`config.mk`:
```
export PLATFORM = sky130hd
export DESIGN_NAME = uart_rx_freq
export DESIGN_NICKNAME = d
export VERILOG_FILES = /design/src/rtl/uart_rx_freq.sv
export SDC_FILE = /design/constraint.sdc
export NUM_CORES = 1
export LEC_CHECK = 0
export ABC_AREA = 1
export CAP_MARGIN = 20
export CORE_MARGIN = 2
export CORE_UTILIZATION = 40
export DETAILED_ROUTE_END_ITERATION = 12
export DONT_BUFFER_PORTS = 1
export RECOVER_POWER = 50
export SLEW_MARGIN = 0
export SYNTH_ARGS = -nofsm -noshare
export SYNTH_HDL_FRONTEND = slang
export SYNTH_SLANG_ARGS = --single-unit
```
`constraint.sdc`:
```
create_clock -name clk -period 1.6 [get_ports clk]
set_input_delay 0.16 -clock clk [delete_from_list [all_inputs] [get_ports clk]]
set_output_delay 0.16 -clock clk [all_outputs]
set_load 0.01 [all_outputs]
```
`src/rtl/uart_rx_freq.sv`:
```
`default_nettype none
// ============================================================================
// Module   : uart_rx_freq
// Brief    : UART receiver, 8N1 LSB first (8E1 when UART_RX_PARITY_EN is
//            defined), holding the last nonzero byte for the freqz divider.
// Revision : 1.0 - initial release
// ============================================================================
module uart_rx_freq #(
  parameter int                   OVERSAMPLE = 16,
  parameter int                   DATA_BITS  = 8,
  parameter logic [DATA_BITS-1:0] FREQ_RESET = 8'd1
) (
  input  logic                 clk,
  input  logic                 rst,
  input  logic                 tick_16x,
  input  logic                 rxd,
  output logic [DATA_BITS-1:0] freq_out,
  output logic                 rx_valid,
  output logic                 frame_err
);

  localparam int TCW = (OVERSAMPLE > 2) ? $clog2(OVERSAMPLE) : 1;
  localparam int BCW = $clog2(DATA_BITS + 1);

  localparam logic [TCW-1:0] MID_TICK  = TCW'(OVERSAMPLE / 2 - 1);
  localparam logic [TCW-1:0] LAST_TICK = TCW'(OVERSAMPLE - 1);
  localparam logic [BCW-1:0] LAST_BIT  = BCW'(DATA_BITS - 1);

  localparam logic [2:0] S_IDLE      = 3'd0;
  localparam logic [2:0] S_START     = 3'd1;
  localparam logic [2:0] S_DATA      = 3'd2;
  localparam logic [2:0] S_STOP      = 3'd4;
  localparam logic [2:0] S_WAIT_IDLE = 3'd5;
`ifdef UART_RX_PARITY_EN
  localparam logic [2:0] S_PARITY     = 3'd3;
  localparam logic [2:0] S_AFTER_DATA = S_PARITY;
`else
  localparam logic [2:0] S_AFTER_DATA = S_STOP;
`endif

  logic                 sync1_q, sync2_q;
  logic                 rx;
  logic [2:0]           state_q, state_d;
  logic [TCW-1:0]       tick_cnt_q, tick_cnt_d;
  logic [BCW-1:0]       bit_cnt_q, bit_cnt_d;
  logic [DATA_BITS-1:0] shreg_q, shreg_d;
  logic [DATA_BITS-1:0] freq_q, freq_d;
  logic                 rx_valid_q, rx_valid_d;
  logic                 frame_err_q, frame_err_d;

  assign rx = sync2_q;

  // Synchronizer resets to the idle-high line level so reset never looks like a start bit.
  always_ff @(posedge clk or posedge rst) begin
    if (rst) begin
      sync1_q <= 1'b1;
      sync2_q <= 1'b1;
    end else begin
      sync1_q <= rxd;
      sync2_q <= sync1_q;
    end
  end

  always_comb begin
    state_d     = state_q;
    tick_cnt_d  = tick_cnt_q;
    bit_cnt_d   = bit_cnt_q;
    shreg_d     = shreg_q;
    freq_d      = freq_q;
    rx_valid_d  = 1'b0;
    frame_err_d = 1'b0;
    if (tick_16x) begin
      case (state_q)
        S_IDLE: begin
          if (!rx) begin
            tick_cnt_d = '0;
            state_d    = S_START;
          end
        end
        S_START: begin
          if (tick_cnt_q == MID_TICK) begin
            if (rx) begin
              state_d = S_IDLE;
            end else begin
              tick_cnt_d = '0;
              bit_cnt_d  = '0;
              state_d    = S_DATA;
            end
          end else begin
            tick_cnt_d = tick_cnt_q + 1'b1;
          end
        end
        S_DATA: begin
          if (tick_cnt_q == LAST_TICK) begin
            tick_cnt_d = '0;
            shreg_d    = {rx, shreg_q[DATA_BITS-1:1]};
            bit_cnt_d  = bit_cnt_q + 1'b1;
            if (bit_cnt_q == LAST_BIT) begin
              state_d = S_AFTER_DATA;
            end
          end else begin
            tick_cnt_d = tick_cnt_q + 1'b1;
          end
        end
`ifdef UART_RX_PARITY_EN
        S_PARITY: begin
          if (tick_cnt_q == LAST_TICK) begin
            tick_cnt_d = '0;
            if (rx != ^shreg_q) begin
              frame_err_d = 1'b1;
              state_d     = S_WAIT_IDLE;
            end else begin
              state_d = S_STOP;
            end
          end else begin
            tick_cnt_d = tick_cnt_q + 1'b1;
          end
        end
`endif
        S_STOP: begin
          // Leaving at mid stop bit lets a back-to-back start edge be caught with no dead time.
          if (tick_cnt_q == LAST_TICK) begin
            tick_cnt_d = '0;
            if (!rx) begin
              frame_err_d = 1'b1;
              state_d     = S_WAIT_IDLE;
            end else begin
              if (shreg_q != '0) begin
                freq_d     = shreg_q;
                rx_valid_d = 1'b1;
              end
              state_d = S_IDLE;
            end
          end else begin
            tick_cnt_d = tick_cnt_q + 1'b1;
          end
        end
        S_WAIT_IDLE: begin
          if (rx) begin
            state_d = S_IDLE;
          end
        end
        default: begin
          state_d = S_IDLE;
        end
      endcase
    end
  end

  always_ff @(posedge clk or posedge rst) begin
    if (rst) begin
      state_q     <= S_IDLE;
      tick_cnt_q  <= '0;
      bit_cnt_q   <= '0;
      shreg_q     <= '0;
      freq_q      <= FREQ_RESET;
      rx_valid_q  <= 1'b0;
      frame_err_q <= 1'b0;
    end else begin
      state_q     <= state_d;
      tick_cnt_q  <= tick_cnt_d;
      bit_cnt_q   <= bit_cnt_d;
      shreg_q     <= shreg_d;
      freq_q      <= freq_d;
      rx_valid_q  <= rx_valid_d;
      frame_err_q <= frame_err_d;
    end
  end

  assign freq_out  = freq_q;
  assign rx_valid  = rx_valid_q;
  assign frame_err = frame_err_q;

endmodule
`default_nettype wire

```
==> reports/metrics.cfg <==
[critical_path]
r2r_start=tick_cnt_q[0]$_DFFE_PP0P_
cp_cell_sequence=ha_4 -> nand3_2 -> clkinv_2 -> nand2_2 -> nor3_4 -> buf_12 -> nand2_2 -> nand2_1 -> nand2_1
worstSetupPathType=register to register
crit_path_start_kind=register
path_delay_family=simple AND/OR/NAND/NOR gates
crit_fanout=5
crit_buf_inv=2
crit_required_ns=1.78
arrival_ns=1.66
critPathCaptureType=register
reg2reg_to=freq_out[3]$_DFFE_PP0P_
critPathSlowestCell=dfrtp_1
worst_r2r_path_depth=9
cpPeakStageDelay_ns=0.42
r2r_slack_ns=0.12

[routing]
vias=1282
wl_um=3080
ant_nets=0
first_pass_iters=4
viasPerCell=4.77
dr.first_iter.drc_count=63
wl_per_cell_um=11.5
drcViolationCount=0

[sta]
slew_viol_final=0
fmax_mhz=675
fin_ws_ns=0.118
post-route-period-util_pct=92.6
period_minus_slack_ns=1.48
maxSlewHeadroom_pct=49.8
finalSetupViolCount=0
skew_ns=0.00541
hold_ws_ns=0.0374
worst_pin_slew_ns=0.753
finalHoldViolations=0

[clock_tree]
clkSinkCount=31
htreeDepth=2
root_buffer=clkbuf_8
cts_tree=yes
cts_made_buffers=5
clockBufferDepth=2
clock_latency_ns=0.29
cts.reportedPaths.clkPinSlew_ns=0.07

[logic_synthesis]
synth_nets=208
netlist_instances=202
yosys-top-cells-count=nand2_1 (67), dfrtp_1 (28), nand3_1 (26)
ys.flop_type=dfrtp_1
synth_area_leaders=dfrtp_1 (45%), nand2_1 (16%), nand3_1 (8.3%)
netlist_area_um2=1570
synth_warnings=0
synth_top_area_cell=dfrtp_1
synth_edf_count=0
synth_area_per_cell_um2=7.79
post-synth-top-count-cell=nand2_1
yosysTopAreaCellShare_pct=44.5
ys_types=21
synth_seq_cells=31
seq_area_frac_synth_pct=49.5
synth-async-reset-ratio_pct=100

[power]
pwr-share-seq_pct=37.9
p_int_mw=1.72
switching_share_pct=35.4
p_sw_mw=0.943
p_leak_nw=0.983
pwr-share-clk_pct=30.1
powerDensity_nw_per_um2=1420
comb_power_share_pct=32.0
vdd_drop_max_mv=0.881

[grt]
grt_pass1_wl_um=5170
overflow=0
grt_start_max_net_pins=32
track_usage_pct=15.7
antenna_found_initial=0
grt_pass1_vias=1146

[min_path]
hold_class=primary input to register
holdCritStartpoint=tick_16x
hold_depth=2
holdPathEnd=frame_err$_DFF_PP0_

[placed_design]
place_ws_ns=-0.0398
port_buffers=0
dpl.cell_count=254
hpwl_um=2200
gp_congestion=0.845

[final_layout]
diodes=0
syn_to_final_growth_pct=18.8
nets=226
final_cells=269
drive_above_1_share_pct=17.2

[status]
status=complete, no violations

[floorplanning]
die_h_um=66.7
dieArea_um2=4450
rows=22
fp.dieW_um=66.7
core-area_um2=3720
start_util_pct=42.4
io_pins=14

[run]
drv_cap=0

metrics by stage:
| stage | instance area (um2) | utilization (%) | TNS [ns] | power (mW) |
|---|---|---|---|---|
| floorplan | 1570 | - | 0 | 1.58 |
| global placement | 1660 | 44.6 | 0 | 1.81 |
| detailed placement | 1660 | 44.6 | -0.193 | 1.80 |
| CTS | 1810 | 48.7 | 0 | 2.62 |
| global route | 1870 | 50.3 | -0.00484 | 2.89 |
| finish | 1870 | 50.3 | 0 | 2.66 |
cell usage in the layout (no fill, tap or decap):
cell / instances
dlygate4sd3_1: 2
nor3_4: 1
a21oi_2: 1
buf_6: 1
xor2_1: 1
o21ai_1: 3
nor2_1: 18
or2_2: 1
clkbuf_2: 1
buf_4: 7
clkinv_2: 2
dfrtp_1: 28
o21ai_0: 10
nand2_1: 66
nand3_1: 26
buf_12: 1
dfstp_2: 3
nand3_4: 1
a21oi_1: 4
nand2_4: 1
clkbuf_8: 6
nand4_1: 3
ha_4: 1
nand3_2: 2
inv_2: 2
ha_1: 1
nand2_2: 4
nor2_2: 2
inv_1: 21
bufinv_16: 1
per-layer routing:
layer | global-route usage, % | vias up | share of wire, %
li1 | - | 678 | -
met1 | 21.4 | 575 | 52
met2 | 22.4 | 22 | 41
met3 | 5.41 | 7 | 4.6
met4 | 6.89 | 0 | 2.0
met5 | 0 | - | 0
timing repair:
action | CTS | global route
cloned | 0 | 1
hold buffers | 2 | 0
hold endpoints to repair | 29 | 0
setup endpoints to repair | 8 | 21
resized for setup | 2 | 4
pin swaps | 1 | 3
buffers inserted | 1 | 3
final cells by class:
cell class | count | area (um2)
well taps | 48 | 60.1
repair buffers | 12 | 109
fillers | 372 | 1850
clock inverters | 2 | 35.0
multi-input cells | 146 | 713
inverters | 24 | 91.3
flip-flops and latches | 31 | 779
clock buffers | 6 | 82.6
worst max-delay path by stage:
stage	startpoint	endpoint	cells past startpoint
after floorplan	tick_cnt_q[0]$_DFFE_PP0P_	freq_out[1]$_DFFE_PP0P_	8
after global placement	tick_cnt_q[0]$_DFFE_PP0P_	freq_out[1]$_DFFE_PP0P_	8
after detailed placement	tick_cnt_q[0]$_DFFE_PP0P_	freq_out[5]$_DFFE_PP0P_	8
after CTS	tick_cnt_q[0]$_DFFE_PP0P_	freq_out[7]$_DFFE_PP0P_	8
after global routing	state_q[1]$_DFFE_PP0P_	tick_cnt_q[0]$_DFFE_PP0P_	8
final	tick_cnt_q[0]$_DFFE_PP0P_	freq_out[3]$_DFFE_PP0P_	9
registers in the layout (all words and copies together) (netlist names):
signal,cells
tick_cnt_q,4
freq_out,8
shreg_q,8
rx_valid,1
bit_cnt_q,4
sync1_q,1
rx,1
frame_err,1
state_q,3
power by group through the flow:
stage	Combinational, mW	Clock, mW	Sequential [mW]
2_1_floorplan	0.600	0	0.980
3_3_place_gp	0.804	0	1.01
3_5_place_dp	0.790	0	1.01
4_1_cts	0.800	0.823	0.999
5_1_grt	0.989	0.870	1.03
6_report	0.854	0.802	1.01
logic make-up (layout without fill, tap and decap cells):
group | Yosys count | after routing | share of synthesized area (%)
XOR/XNOR | 1 | 1 | 0.557
buffers and inverters | 26 | 44 | 7.23
adder cells (fa/ha/maj) | 2 | 2 | 1.59
AND/OR/NAND/NOR | 124 | 125 | 35.4
AO/OA/AOI/OAI | 18 | 18 | 5.72
flip-flops | 31 | 31 | 49.5
Power figures use the tool's default switching activity.
